[src/rtl/fifo_stream_reader.sv]
// -----------------------------------------------------------------------------
// fifo_stream_reader
//
// Drains a synchronous FIFO whose read data is registered (valid one cycle
// after rd_en) and presents the words on a valid/ready stream. A 2-entry
// output buffer hides the FIFO read latency so that one word per cycle flows
// under continuous m_ready. A flush pulse discards buffered and in-flight
// words and drains the FIFO; counters report delivered and dropped words.
//
// Ports
//   clk, rst_n    : clock, synchronous active-low reset (shared with FIFO)
//   fifo_empty    : FIFO empty flag
//   fifo_rd_data  : FIFO registered read data
//   fifo_rd_en    : FIFO read request (combinational)
//   m_valid/m_data/m_ready : output stream
//   flush         : single-cycle pulse, discard everything and drain FIFO
//   busy          : high while a flush is in progress
//   words_out     : completed output handshakes, wraps
//   drop_cnt      : discarded words, saturates at all-ones
// -----------------------------------------------------------------------------
module fifo_stream_reader #(
  parameter int WIDTH = 8,
  parameter int CNT_W = 16
) (
  input  logic             clk,
  input  logic             rst_n,
  input  logic             fifo_empty,
  input  logic [WIDTH-1:0] fifo_rd_data,
  output logic             fifo_rd_en,
  output logic             m_valid,
  output logic [WIDTH-1:0] m_data,
  input  logic             m_ready,
  input  logic             flush,
  output logic             busy,
  output logic [CNT_W-1:0] words_out,
  output logic [CNT_W-1:0] drop_cnt
);

  typedef enum logic {
    ST_STREAM = 1'b0,
    ST_FLUSH  = 1'b1
  } state_e;

  state_e           state_q, state_d;
  logic [1:0]       occ_q, occ_d;
  logic             inflight_q;
  logic [WIDTH-1:0] slot0_q, slot0_d;
  logic [WIDTH-1:0] slot1_q, slot1_d;
  logic [CNT_W-1:0] words_out_q, words_out_d;
  logic [CNT_W-1:0] drop_cnt_q, drop_cnt_d;

  logic             pop;
  logic [2:0]       fill_after_pop;  // occ + inflight - pop
  logic [1:0]       occ_after_pop;
  logic [2:0]       drop_add;
  logic [CNT_W+1:0] drop_sum;

  // ---------------------------------------------------------------------------
  // State register
  // ---------------------------------------------------------------------------
  // NOTE: sequential state uses non-blocking assignments so every register
  // samples the pre-edge values of the others.
  always_ff @(posedge clk) begin
    if (!rst_n) begin
      state_q <= ST_STREAM;
    end else begin
      state_q <= state_d;
    end
  end

  // ---------------------------------------------------------------------------
  // Next-state logic
  // ---------------------------------------------------------------------------
  // NOTE: every combinational output gets a default first so no path can
  // leave it unassigned and infer a latch.
  always_comb begin
    state_d = state_q;
    unique case (state_q)
      ST_STREAM: if (flush) state_d = ST_FLUSH;
      // Leave only once nothing is left in the FIFO or on the read pipe.
      ST_FLUSH:  if (fifo_empty && !inflight_q) state_d = ST_STREAM;
      default:   state_d = ST_STREAM;
    endcase
  end

  // ---------------------------------------------------------------------------
  // Outputs
  // ---------------------------------------------------------------------------
  always_comb begin
    m_valid        = (occ_q != 2'd0);
    m_data         = slot0_q;
    busy           = (state_q == ST_FLUSH);
    pop            = m_valid && m_ready;
    // pop implies occ >= 1, so this never underflows.
    fill_after_pop = {1'b0, occ_q} + {2'b00, inflight_q} - {2'b00, pop};
    fifo_rd_en     = 1'b0;
    if (rst_n) begin
      unique case (state_q)
        // Issue a read only if its word is guaranteed a free slot on arrival;
        // the flush cycle itself never reads since that word would be dropped.
        ST_STREAM: fifo_rd_en = !fifo_empty && !flush && (fill_after_pop < 3'd2);
        ST_FLUSH:  fifo_rd_en = !fifo_empty;
        default:   fifo_rd_en = 1'b0;
      endcase
    end
  end

  assign words_out = words_out_q;
  assign drop_cnt  = drop_cnt_q;

  // ---------------------------------------------------------------------------
  // Buffer and counter next-state
  // ---------------------------------------------------------------------------
  always_comb begin
    occ_d         = occ_q;
    slot0_d       = slot0_q;
    slot1_d       = slot1_q;
    words_out_d   = words_out_q;
    drop_add      = 3'd0;
    occ_after_pop = occ_q - {1'b0, pop};

    // A handshake in the flush cycle still counts as delivered.
    if (pop) words_out_d = words_out_q + CNT_W'(1);

    if (state_q == ST_FLUSH) begin
      if (inflight_q) drop_add = 3'd1;
    end else if (flush) begin
      occ_d    = 2'd0;
      drop_add = fill_after_pop;
    end else begin
      // Shift the head out first, then place the arriving word in the first
      // free slot; this keeps FIFO order with a simultaneous pop and capture.
      if (pop) slot0_d = slot1_q;
      if (inflight_q) begin
        if (occ_after_pop == 2'd0) slot0_d = fifo_rd_data;
        else                       slot1_d = fifo_rd_data;
      end
      occ_d = occ_after_pop + {1'b0, inflight_q};
    end

    drop_sum = {2'b00, drop_cnt_q} + (CNT_W+2)'(drop_add);
    if (drop_sum[CNT_W+1:CNT_W] != 2'b00) drop_cnt_d = '1;
    else                                  drop_cnt_d = drop_sum[CNT_W-1:0];
  end

  // NOTE: the data slots are reset as well because m_data is required to read
  // zero out of reset; they are only two registers, not a memory array.
  always_ff @(posedge clk) begin
    if (!rst_n) begin
      occ_q       <= 2'd0;
      inflight_q  <= 1'b0;
      slot0_q     <= '0;
      slot1_q     <= '0;
      words_out_q <= '0;
      drop_cnt_q  <= '0;
    end else begin
      occ_q       <= occ_d;
      inflight_q  <= fifo_rd_en;
      slot0_q     <= slot0_d;
      slot1_q     <= slot1_d;
      words_out_q <= words_out_d;
      drop_cnt_q  <= drop_cnt_d;
    end
  end

endmodule

[config.mk]
export PLATFORM = sky130hd
export DESIGN_NAME = fifo_stream_reader
export DESIGN_NICKNAME = d
export VERILOG_FILES = /design/src/rtl/fifo_stream_reader.sv
export SDC_FILE = /design/constraint.sdc
export NUM_CORES = 1
export LEC_CHECK = 0
export ABC_CLOCK_PERIOD_IN_PS = 8700
export CORE_ASPECT_RATIO = 1.5
export CORE_MARGIN = 1.5
export CORE_UTILIZATION = 35
export CTS_CLUSTER_DIAMETER = 100
export DETAILED_ROUTE_END_ITERATION = 8
export GPL_ROUTABILITY_DRIVEN = 0
export GPL_TIMING_DRIVEN = 1
export SYNTH_ARGS = -nofsm -noshare
export SYNTH_HDL_FRONTEND = slang
export SYNTH_SLANG_ARGS = --single-unit
[constraint.sdc]
create_clock -name clk -period 8.7 [get_ports clk]
set_input_delay 1.74 -clock clk [delete_from_list [all_inputs] [get_ports clk]]
set_output_delay 1.74 -clock clk [all_outputs]
set_load 0.01 [all_outputs]
==> flow_metrics.tcl <==
set metrics [dict create \
    post-dp-hpwl_um 3960 \
    hold_class "reg -> reg" \
    synth_ff_type "dfxtp_1" \
    slew_viol_final 0 \
    cts-htree-levels 2 \
    worst_slew_pin_slew_ns 0.888 \
    hold_start "words_out[15]$_SDFFE_PN0P_" \
    drt_wl_total_um 5520 \
    layout.nets 351 \
    min_period_over_period 0.768 \
    relSlewSlack 0.404 \
    r2r_end "drop_cnt[13]$_SDFF_PN0_" \
    power_mw 0.453 \
    whs_endpoint "words_out[15]$_SDFFE_PN0P_" \
    fin_skew_ns 0.00603 \
    required_ns 6.96 \
    wl_per_cell_um 13.5 \
    cp_max_fo 12 \
    netlist_instances 278 \
    cts_setup_buffers 0 \
    io_buffers 55 \
    fin_cells 408 \
    coreArea_sq_mm 0.00694 \
    first_global_vias 2031 \
    max_freq_mhz 150 \
    drcViolationCount 0 \
    cts.sinks 52 \
    grtUsageMet1 0.172 \
    io_pins 56 \
    hold_viol_final 0 \
    setup-violations-final 0 \
    r2r_start "occ_q[1]$_SDFFE_PN0N_" \
    startpoint_type "input pin" \
    worst_slack_ns 2.01 \
    diodes 0 \
    grt_util_met3 0.0320 \
    power_density_mw_per_mm2 140 \
    grtUsageTotal 0.149 \
    worstPathArrival_ns 4.95 \
    antenna_found_initial 0 \
    dr.pass1.iters 4 \
    dp_cells 400 \
    viasPerCell 5.20 \
    grt_pass1_wl_um 9230 \
    tritoncts "done" \
    yosysUniqueCellTypes 46 \
    syn-num-nets 300 \
    setup_tns_ns 0 \
    cts-root-buf "clkbuf_8" \
    end_kind "primary output" \
    grt_max_degree 39 \
    synth-seq-cells 52 \
    start_util 0.364 \
    finalCriticalPeriod_ns 6.69 \
    whs_path_depth 2 \
    rows 37 \
    grt_most_used_layer "met2" \
    cts_buffers 5 \
    pre_cts_slack_ns 2.02 \
    clk_latency_ns 0.30 \
    syn_to_final_growth_pct 27.7 \
    die_h_um 107 \
    synth_edf_count 0 \
    cts-resized-gates 0 \
    die_area_sq_mm 0.00775 \
    gr-total-overflow 0 \
    cts_hold_buf 0 \
    grt_use_met2 0.266 \
    detail-route-antenna-nets 0 \
    status "completed" \
    final_util 0.465 \
    drtIter0Drc 116 \
    ys_seq_area_frac 0.412 \
    cts.path.max_buffers 2 \
    dieWidth_um 72.4 \
    syn-cell-area_sq_mm 0.00253 \
    rsz0062_at_grt "no" \
    async_reset_ff_frac 0 \
    rrSetupSlack_ns 4.31 \
    yosysWarningCount 0 \
    avgSynthCellArea_sq_um 9.10 \
    r2r_cells 12 \
    vias 2122 \
    leakagePower_nw 1.27 \
    critPathLaunch "m_ready" \
    max_cap_viol_count 0 \
    clk_transition_reported_paths_ns 0.09 \
    layout-drive-gt1-share 0.0606 \
    vdd_ir_drop_max_mv 0.0916 \
    path_class "in -> out" \
]
## per-layer routing
metal / part of all wire / up-vias
met2: 0.50 / 40
li1: - / 1072
met4: 0.013 / 0
met1: 0.45 / 1002
met5: 0 / -
met3: 0.040 / 8
## cells in the mapped netlist, types with 3 or more instances
cell	count	area share
a21oi_1	16	0.032
a31oi_1	4	0.0099
and3_1	5	0.012
clkbuf_1	8	0.012
dfxtp_1	52	0.41
ha_1	7	0.035
inv_1	17	0.025
mux2i_1	20	0.079
nand2_1	19	0.028
nand2b_1	4	0.0099
nand3_1	11	0.022
nand4_1	5	0.012
nor2_1	35	0.052
nor3_1	9	0.018
o21ai_0	3	0.0059
o221a_1	3	0.013
o221a_2	5	0.022
xnor2_1	15	0.052
xor2_1	6	0.021
## layout by cell type, fill, tap and decap left out, types with 2 or more instances in the layout
cell type / Yosys / final
a31oi_1: 4 / 4
nor2_1: 35 / 35
xor2_1: 6 / 6
o221a_1: 3 / 3
clkbuf_8: 0 / 5
fa_1: 2 / 2
and3_1: 5 / 5
ha_1: 7 / 7
nand4_1: 5 / 5
nand3_1: 11 / 11
nor3b_1: 2 / 2
nand2b_1: 4 / 4
and4_1: 2 / 2
mux2i_1: 20 / 20
a311oi_1: 2 / 2
a21oi_1: 16 / 16
clkdlybuf4s50_1: 0 / 55
o221a_2: 5 / 5
nand2_1: 19 / 19
xnor2_1: 15 / 15
o21a_1: 2 / 2
dfxtp_1: 52 / 52
inv_1: 17 / 17
nor3_1: 9 / 9
o21ai_0: 3 / 3
## report_power, final
group | internal, mW | switching, mW | leakage, nW
logic | 0.0221 | 0.0218 | 0.793
clock network | 0.0855 | 0.0771 | 0.0552
registers | 0.242 | 0.00397 | 0.420
## registers in the layout (all words and copies together), names as in the netlist
signal	cells
occ_q	2
inflight_q	1
drop_cnt	16
m_data	8
busy	1
slot1_q	8
words_out	16
## worst max path at each step
| stage | endpoint |
|---|---|
| after floorplan | fifo_rd_en |
| after global placement | fifo_rd_en |
| after detailed placement | fifo_rd_en |
| after CTS | fifo_rd_en |
| after global routing | fifo_rd_en |
| final | fifo_rd_en |
## final cells by class
cell class                      count  area (sq um)
Multi-Input combinational cell    197          1360
Fill cell                         679          3710
Clock inverter                      2          35.0
Clock buffer                        6          72.6
Timing Repair Buffer               56           558
Tap cell                           78          97.6
Inverter                           17          63.8
Sequential cell                    52          1040
## worst max-delay path, cell delays in order
cell	delay (ns)
clkdlybuf4s50_1	0.45
o21ai_1	0.50
inv_1	0.29
nand2_1	0.20
nand2_1	0.07
ha_1	0.19
fa_1	0.39
xor2_1	0.21
a21oi_1	0.12
nor3_1	0.21
clkdlybuf4s50_1	0.58
## logic make-up (layout without fill, tap and decap cells)
logic type	count (synthesis)	in the layout	synth area share
adder cells (fa/ha/maj)	9	9	0.0505
AND/OR/NAND/NOR	100	100	0.193
XOR/XNOR	22	22	0.0792
AO/OA/AOI/OAI	46	46	0.136
buffers and inverters	29	81	0.0500
flip-flops	52	52	0.412
multiplexers	20	20	0.0792
## metrics by stage
| stage | cell area, sq um | hold slack, ns |
|---|---|---|
| floorplan | 2530 | 0.461 |
| finish | 3230 | 0.484 |
| detailed placement | 3120 | 0.474 |
| CTS | 3230 | 0.489 |
| global placement | 3120 | 0.464 |
| global route | 3230 | 0.513 |
Note: power is estimated with default switching activity, not from simulation.
